### config.mk
export PLATFORM = sky130hd
export DESIGN_NAME = mem_arbiter
export DESIGN_NICKNAME = d
export VERILOG_FILES = /design/src/rtl/mem_arbiter.sv
export SDC_FILE = /design/constraint.sdc
export NUM_CORES = 1
export LEC_CHECK = 0
export ABC_AREA = 1
export CORE_MARGIN = 2
export CORE_UTILIZATION = 39
export DETAILED_ROUTE_END_ITERATION = 10
export GPL_TIMING_DRIVEN = 0
export MAX_ROUTING_LAYER = met4
export PLACE_DENSITY_LB_ADDON = 0.12
export SLEW_MARGIN = 40
export SYNTH_ARGS = -nofsm -noshare
export SYNTH_HDL_FRONTEND = slang
export SYNTH_SLANG_ARGS = --single-unit
export TNS_END_PERCENT = 100
### constraint.sdc
create_clock -name clk -period 1.8 [get_ports clk]
set_input_delay 0.54 -clock clk [delete_from_list [all_inputs] [get_ports clk]]
set_output_delay 0.54 -clock clk [all_outputs]
set_load 0.02 [all_outputs]
### src/rtl/mem_arbiter.sv
// mem_arbiter: two-port (CPU / device) arbiter and sequencer for the single
// LC-3 memory array. Drives MIO_EN, R_W, address and write data, waits for
// the memory ready (R) handshake and returns a one-cycle ready pulse plus
// registered read data to the granted port. Accesses that never see R are
// aborted after TO_CYCLES cycles and flagged with err.
// Optional build macro: MEM_ARB_ROUND_ROBIN_EN (round-robin between ports on
// simultaneous requests); when undefined the CPU has fixed priority.
module mem_arbiter #(
   parameter int unsigned TO_CYCLES = 15,
   parameter int unsigned TO_W      = 8
) (
   input  logic        clk,
   input  logic        reset,
   input  logic        cpu_req,
   input  logic        cpu_we,
   input  logic [15:0] cpu_addr,
   input  logic [15:0] cpu_wdata,
   output logic [15:0] cpu_rdata,
   output logic        cpu_ready,
   input  logic        dev_req,
   input  logic        dev_we,
   input  logic [15:0] dev_addr,
   input  logic [15:0] dev_wdata,
   output logic [15:0] dev_rdata,
   output logic        dev_ready,
   output logic        err,
   output logic [1:0]  grant,
   output logic        mem_en,
   output logic        mem_we,
   output logic [15:0] mem_addr,
   output logic [15:0] mem_wdata,
   input  logic [15:0] mem_rdata,
   input  logic        mem_r
);

   typedef enum logic [1:0] {
      IDLE   = 2'd0,
      ACCESS = 2'd1,
      DONE   = 2'd2
   } state_t;

   // Last ACCESS cycle index: the counter starts at 0 on entry to ACCESS.
   localparam logic [TO_W-1:0] TO_LAST = TO_W'(TO_CYCLES - 1);

   state_t          state;
   state_t          state_nxt;
   logic            any_req;
   logic            owner_sel;   // 0 = CPU, 1 = device
   logic            owner_q;
   logic            we_q;
   logic [15:0]     addr_q;
   logic [15:0]     wdata_q;
   logic [15:0]     cpu_rdata_q;
   logic [15:0]     dev_rdata_q;
   logic [TO_W-1:0] cnt_q;
   logic            err_q;
   logic            timeout;

   assign any_req   = cpu_req | dev_req;
   assign cpu_rdata = cpu_rdata_q;
   assign dev_rdata = dev_rdata_q;

`ifdef MEM_ARB_ROUND_ROBIN_EN
   logic last_q;   // port granted most recently, 0 = CPU, 1 = device

   // Owner choice: on a tie the port not granted last wins.
   always_comb begin
      owner_sel = 1'b0;
      if (cpu_req && dev_req) owner_sel = ~last_q;
      else if (dev_req)       owner_sel = 1'b1;
   end

   // Remember the last granted port; reset to device so the CPU wins first.
   always_ff @(posedge clk or negedge reset) begin
      if (!reset)                      last_q <= 1'b1;
      else if (state == IDLE && any_req) last_q <= owner_sel;
   end
`else
   // Owner choice: fixed priority, CPU over device.
   always_comb begin
      owner_sel = ~cpu_req & dev_req;
   end
`endif

   // State register.
   always_ff @(posedge clk or negedge reset) begin
      if (!reset) state <= IDLE;
      else        state <= state_nxt;
   end

   // Next-state decode and memory/requester-facing outputs.
   always_comb begin
      state_nxt = state;
      timeout   = 1'b0;
      mem_en    = 1'b0;
      mem_we    = 1'b0;
      mem_addr  = '0;
      mem_wdata = '0;
      grant     = 2'b00;
      cpu_ready = 1'b0;
      dev_ready = 1'b0;
      err       = 1'b0;
      case (state)
         IDLE: begin
            if (any_req) state_nxt = ACCESS;
         end
         ACCESS: begin
            mem_en    = 1'b1;
            mem_we    = we_q;
            mem_addr  = addr_q;
            mem_wdata = wdata_q;
            grant     = owner_q ? 2'b10 : 2'b01;
            timeout   = !mem_r && (cnt_q == TO_LAST);
            if (mem_r || timeout) state_nxt = DONE;
         end
         DONE: begin
            grant     = owner_q ? 2'b10 : 2'b01;
            cpu_ready = ~owner_q;
            dev_ready = owner_q;
            err       = err_q;
            state_nxt = IDLE;
         end
         default: state_nxt = IDLE;
      endcase
   end

   // Request capture, timeout counter and per-port read data registers.
   always_ff @(posedge clk or negedge reset) begin
      if (!reset) begin
         owner_q     <= 1'b0;
         we_q        <= 1'b0;
         addr_q      <= '0;
         wdata_q     <= '0;
         cpu_rdata_q <= '0;
         dev_rdata_q <= '0;
         cnt_q       <= '0;
         err_q       <= 1'b0;
      end else begin
         case (state)
            IDLE: begin
               cnt_q <= '0;
               err_q <= 1'b0;
               if (any_req) begin
                  owner_q <= owner_sel;
                  we_q    <= owner_sel ? dev_we    : cpu_we;
                  addr_q  <= owner_sel ? dev_addr  : cpu_addr;
                  wdata_q <= owner_sel ? dev_wdata : cpu_wdata;
               end
            end
            ACCESS: begin
               cnt_q <= cnt_q + TO_W'(1);
               if (mem_r) begin
                  err_q <= 1'b0;
                  if (!we_q) begin
                     if (owner_q) dev_rdata_q <= mem_rdata;
                     else         cpu_rdata_q <= mem_rdata;
                  end
               end else if (timeout) begin
                  err_q <= 1'b1;
                  if (!we_q) begin
                     if (owner_q) dev_rdata_q <= '0;
                     else         cpu_rdata_q <= '0;
                  end
               end
            end
            DONE: begin
               cnt_q <= '0;
            end
            default: begin
               cnt_q <= '0;
            end
         endcase
      end
   end

endmodule
==> flow_summary.toml <==
[run_status]
status = "complete, but fails checks"
violations = "setup timing"

[critical_path]
crit_fanout = 6
cp_cell_sequence = "inv_2, ha_4, clkbuf_16, clkbuf_16, nand2_4, inv_2, buf_6"
r2r-start = "state[1]$_DFFE_PN0P_"
endpoint = "mem_addr[12]"
path_delay_family = "buffers and inverters"
cp-start-kind = "flip-flop"
crit_start = "state[1]$_DFFE_PN0P_"
reg2reg_depth = 11
cp-end-kind = "primary output"
r2r_end = "cpu_rdata[14]$_DFFE_PN0P_"
cp.depth = 7
cp_num_buf_inv = 5
rrSetupSlack_ns = 0
cp.arrival_ns = 1.53
criticalPathCategory = "flip-flop to primary output"
slowest_delay_ns = 0.40
critical_path_required_ns = 1.26
cpMaxStageDelayCell = "dfrtp_1"

[placed_design]
gp_congestion = 0.828
io_buffers = 156
dp_hpwl_mm = 8.09
placed_area_mm2 = 0.00565

[logic_synthesis]
synth_cells = 513
ys_warn_count = 0
syn-num-nets = 605
netlist_area_mm2 = 0.00388
ys_seq_elements = 77
ys_seq_area_share_pct = 49.7
post-synth-top-area-fraction_pct = 49.7
syn-mean-instance-area_um2 = 7.56
synth_top_cell_by_area = "dfrtp_1"
synth_flop_cell = "dfrtp_1"
synth_edf_count = 0
ys_types = 25
async_flop_share_pct = 100
ys_top_cells_by_area = "dfrtp_1 (50%), nand2_1 (16%), o21ai_0 (7.4%), inv_1 (6.6%), nand4_1 (5.2%)"

[floorplanning]
die_height_um = 104
fp.dieW_um = 104
die_area_mm2 = 0.0108
placementRows = 36
initial_core_util_pct = 39.8
core_mm2 = 0.00973
pin_count = 158

[clocking]
clk_pin_slew_ns = 0.08
root_buffer = "clkbuf_8"
cts_buffers = 9
cts_num_sinks = 77
worst_skew_pair.late_latency_ns = 0.35
cts_buffer_depth = 2
cts_tree = "yes"
htreeDepth = 3

[layout]
num-fill-cells = 901
final_area_mm2 = 0.00633
areaGrowthSynthToFinish_pct = 63.4
multiInputGateArea_mm2 = 0.00174
n_antenna_cell = 0
layout-drive-gt1-share_pct = 22.4
layout.nets = 787
seq_area_mm2 = 0.00193

[grt]
grt_use_total_pct = 21.5
grt_start_max_net_pins = 56
gr-total-overflow = 0
antenna_found_initial = 0
grt_pass1_wl_mm = 18.6
grt_pass1_vias = 4003

[power_and_ir_drop]
p_sw_share_pct = 41.4
vdd_drop_max_v = 0.000808
p_sw_uw = 4120
seq_power_share_pct = 30.2
p_int_uw = 5840
combPwrFrac_pct = 52.1
leakagePower_uw = 0.00343
clock_power_share_pct = 17.6
power_density_mw_per_mm2 = 1570

[timing]
maxSlewHeadroom_pct = 66.6
tns_ns = -7.56
fin_crit_sh_pct = 115
clock_skew_ns = 0.00718
hold_viol = 0
setup_ws_ns = -0.270
slew_viol_final = 0
worstMarginPinSlew_ns = 0.502
setup_viol_count_final = 38
rsz0062_at_grt = "yes"
min_period_ns = 2.07
max_freq_mhz = 483

[route]
wl_mm = 11.3
viasPerCell = 4.73
ant_nets = 0
vias = 3943
drtIter0Drc = 139
route.detailed.wl_per_inst_um = 13.6
drt_drc_violations_left = 0
dr.pass1.iters = 6

[hold_path]
hold_class = "input pin to async pin"

[run]
drv_cap = 0
==> worst reg2reg max path: stages (launching register included) <==
cell	delay [ns]
dfrtp_1	0.40
inv_2	0.09
ha_4	0.18
buf_4	0.15
inv_6	0.05
nor2_4	0.14
nand3_4	0.12
nand2_8	0.14
nand3_4	0.13
clkbuf_16	0.19
nand2_1	0.06
nand2_1	0.05
==> through the flow <==
stage | hold slack (ns) | setup WS, ns | utilization [%] | instances | power (uW)
2_1_floorplan | 0.244 | 0.00625 | - | 513 | 5400
3_5_place_dp | 0.414 | -0.696 | 58.1 | 803 | 7510
4_1_cts | 0.0309 | -0.282 | 61.6 | 824 | 9350
5_1_grt | 0.0512 | -0.333 | 65.1 | 833 | 10700
3_3_place_gp | 0.454 | -2.60 | 57.8 | 802 | 7390
6_report | 0.0457 | -0.270 | 65.1 | 833 | 9960
==> state kept, by name (all words and copies together) (netlist names) <==
signal and count:
we_q 1, wdata_q 16, state 2, cnt_q 8, owner_q 1, err_q 1
addr_q 16, dev_rdata 16, cpu_rdata 16
==> Yosys cell counts, types with 2 or more instances <==
cell,count
inv_1,68
clkbuf_1,20
inv_2,3
nand3_4,2
buf_2,3
nand3_1,4
nand4_1,32
nand2_1,163
nor3_1,4
o21ai_0,57
buf_6,2
a21oi_1,4
o21ai_1,16
nor2_2,2
buf_4,3
nor2_1,41
dfrtp_1,77
ha_1,5
==> worst min-delay path by stage <==
| stage | endpoint | cells after the start | from | slack [ns] |
|---|---|---|---|---|
| 2_1_floorplan | addr_q[0]$_DFFE_PN0P_ | 0 | reset | 0.24 |
| 3_3_place_gp | dev_rdata[10]$_DFFE_PN0P_ | 2 | dev_rdata[10]$_DFFE_PN0P_ | 0.45 |
| 3_5_place_dp | cpu_rdata[0]$_DFFE_PN0P_ | 1 | reset | 0.41 |
| 4_1_cts | cpu_rdata[0]$_DFFE_PN0P_ | 1 | reset | 0.03 |
| 5_1_grt | cpu_rdata[1]$_DFFE_PN0P_ | 1 | reset | 0.05 |
| 6_report | cpu_rdata[1]$_DFFE_PN0P_ | 1 | reset | 0.05 |
==> logic make-up (layout without fill, tap and decap cells) <==
family / Yosys count / in the layout / synth area share (%)
and+or+nand+nor: 250 / 250 / 27.6
adders and majority gates: 5 / 5 / 1.61
buffers and inverters: 101 / 288 / 10.6
AOI/OAI and AO/OA: 80 / 80 / 10.5
DFF: 77 / 77 / 49.7
==> timing repair <==
item,CTS,global route
hold buffers,0,0
resized for setup,275,94
gates cloned,1,2
pin swaps,1,2
buffers inserted,4,9
setup endpoints to repair,102,102
==> power groups by stage <==
stage	clock (uW)	combinational, uW	sequential, uW
finish	1760	5190	3010
floorplan	0	2110	3290
global placement	0	4460	2920
global route	1860	5690	3110
detailed placement	0	4570	2950
CTS	1790	4630	2930
==> layout by cell type (no fill, tap or decap), types with 4 or more instances in the layout <==
master           count
nand2_1            138
clkdlybuf4s50_1     84
dfrtp_1             77
o21ai_0             57
inv_1               42
nor2_1              41
nand4_1             32
dlygate4sd2_1       32
inv_2               28
buf_6               28
buf_4               26
o21ai_1             16
nand2_4             15
nand2_2             10
clkbuf_8            10
buf_2                6
clkbuf_16            5
clkbuf_1             5
nor3_1               4
a21oi_1              4
clkbuf_2             4
bufinv_16            4
==> metal layers <==
layer  global-route usage [%]  vias to the layer above  wire length, um
met5                        -                        -                0
met2                     36.0                      141             5650
met3                     5.16                       11              829
met4                     7.24                        0              148
li1                         -                     1974                -
met1                     25.7                     1817             4710
==> final cells by class <==
| cell class | instances | area share (%) |
|---|---|---|
| buffer | 29 | 3.77 |
| clock buffer | 9 | 1.96 |
| clock inverter | 7 | 2.31 |
| inverter | 72 | 4.35 |
| multi-input combinational | 335 | 27.5 |
| sequential | 77 | 30.4 |
| tap | 133 | 2.63 |
| timing repair buffer | 171 | 27.0 |
Power figures use the tool's default switching activity.
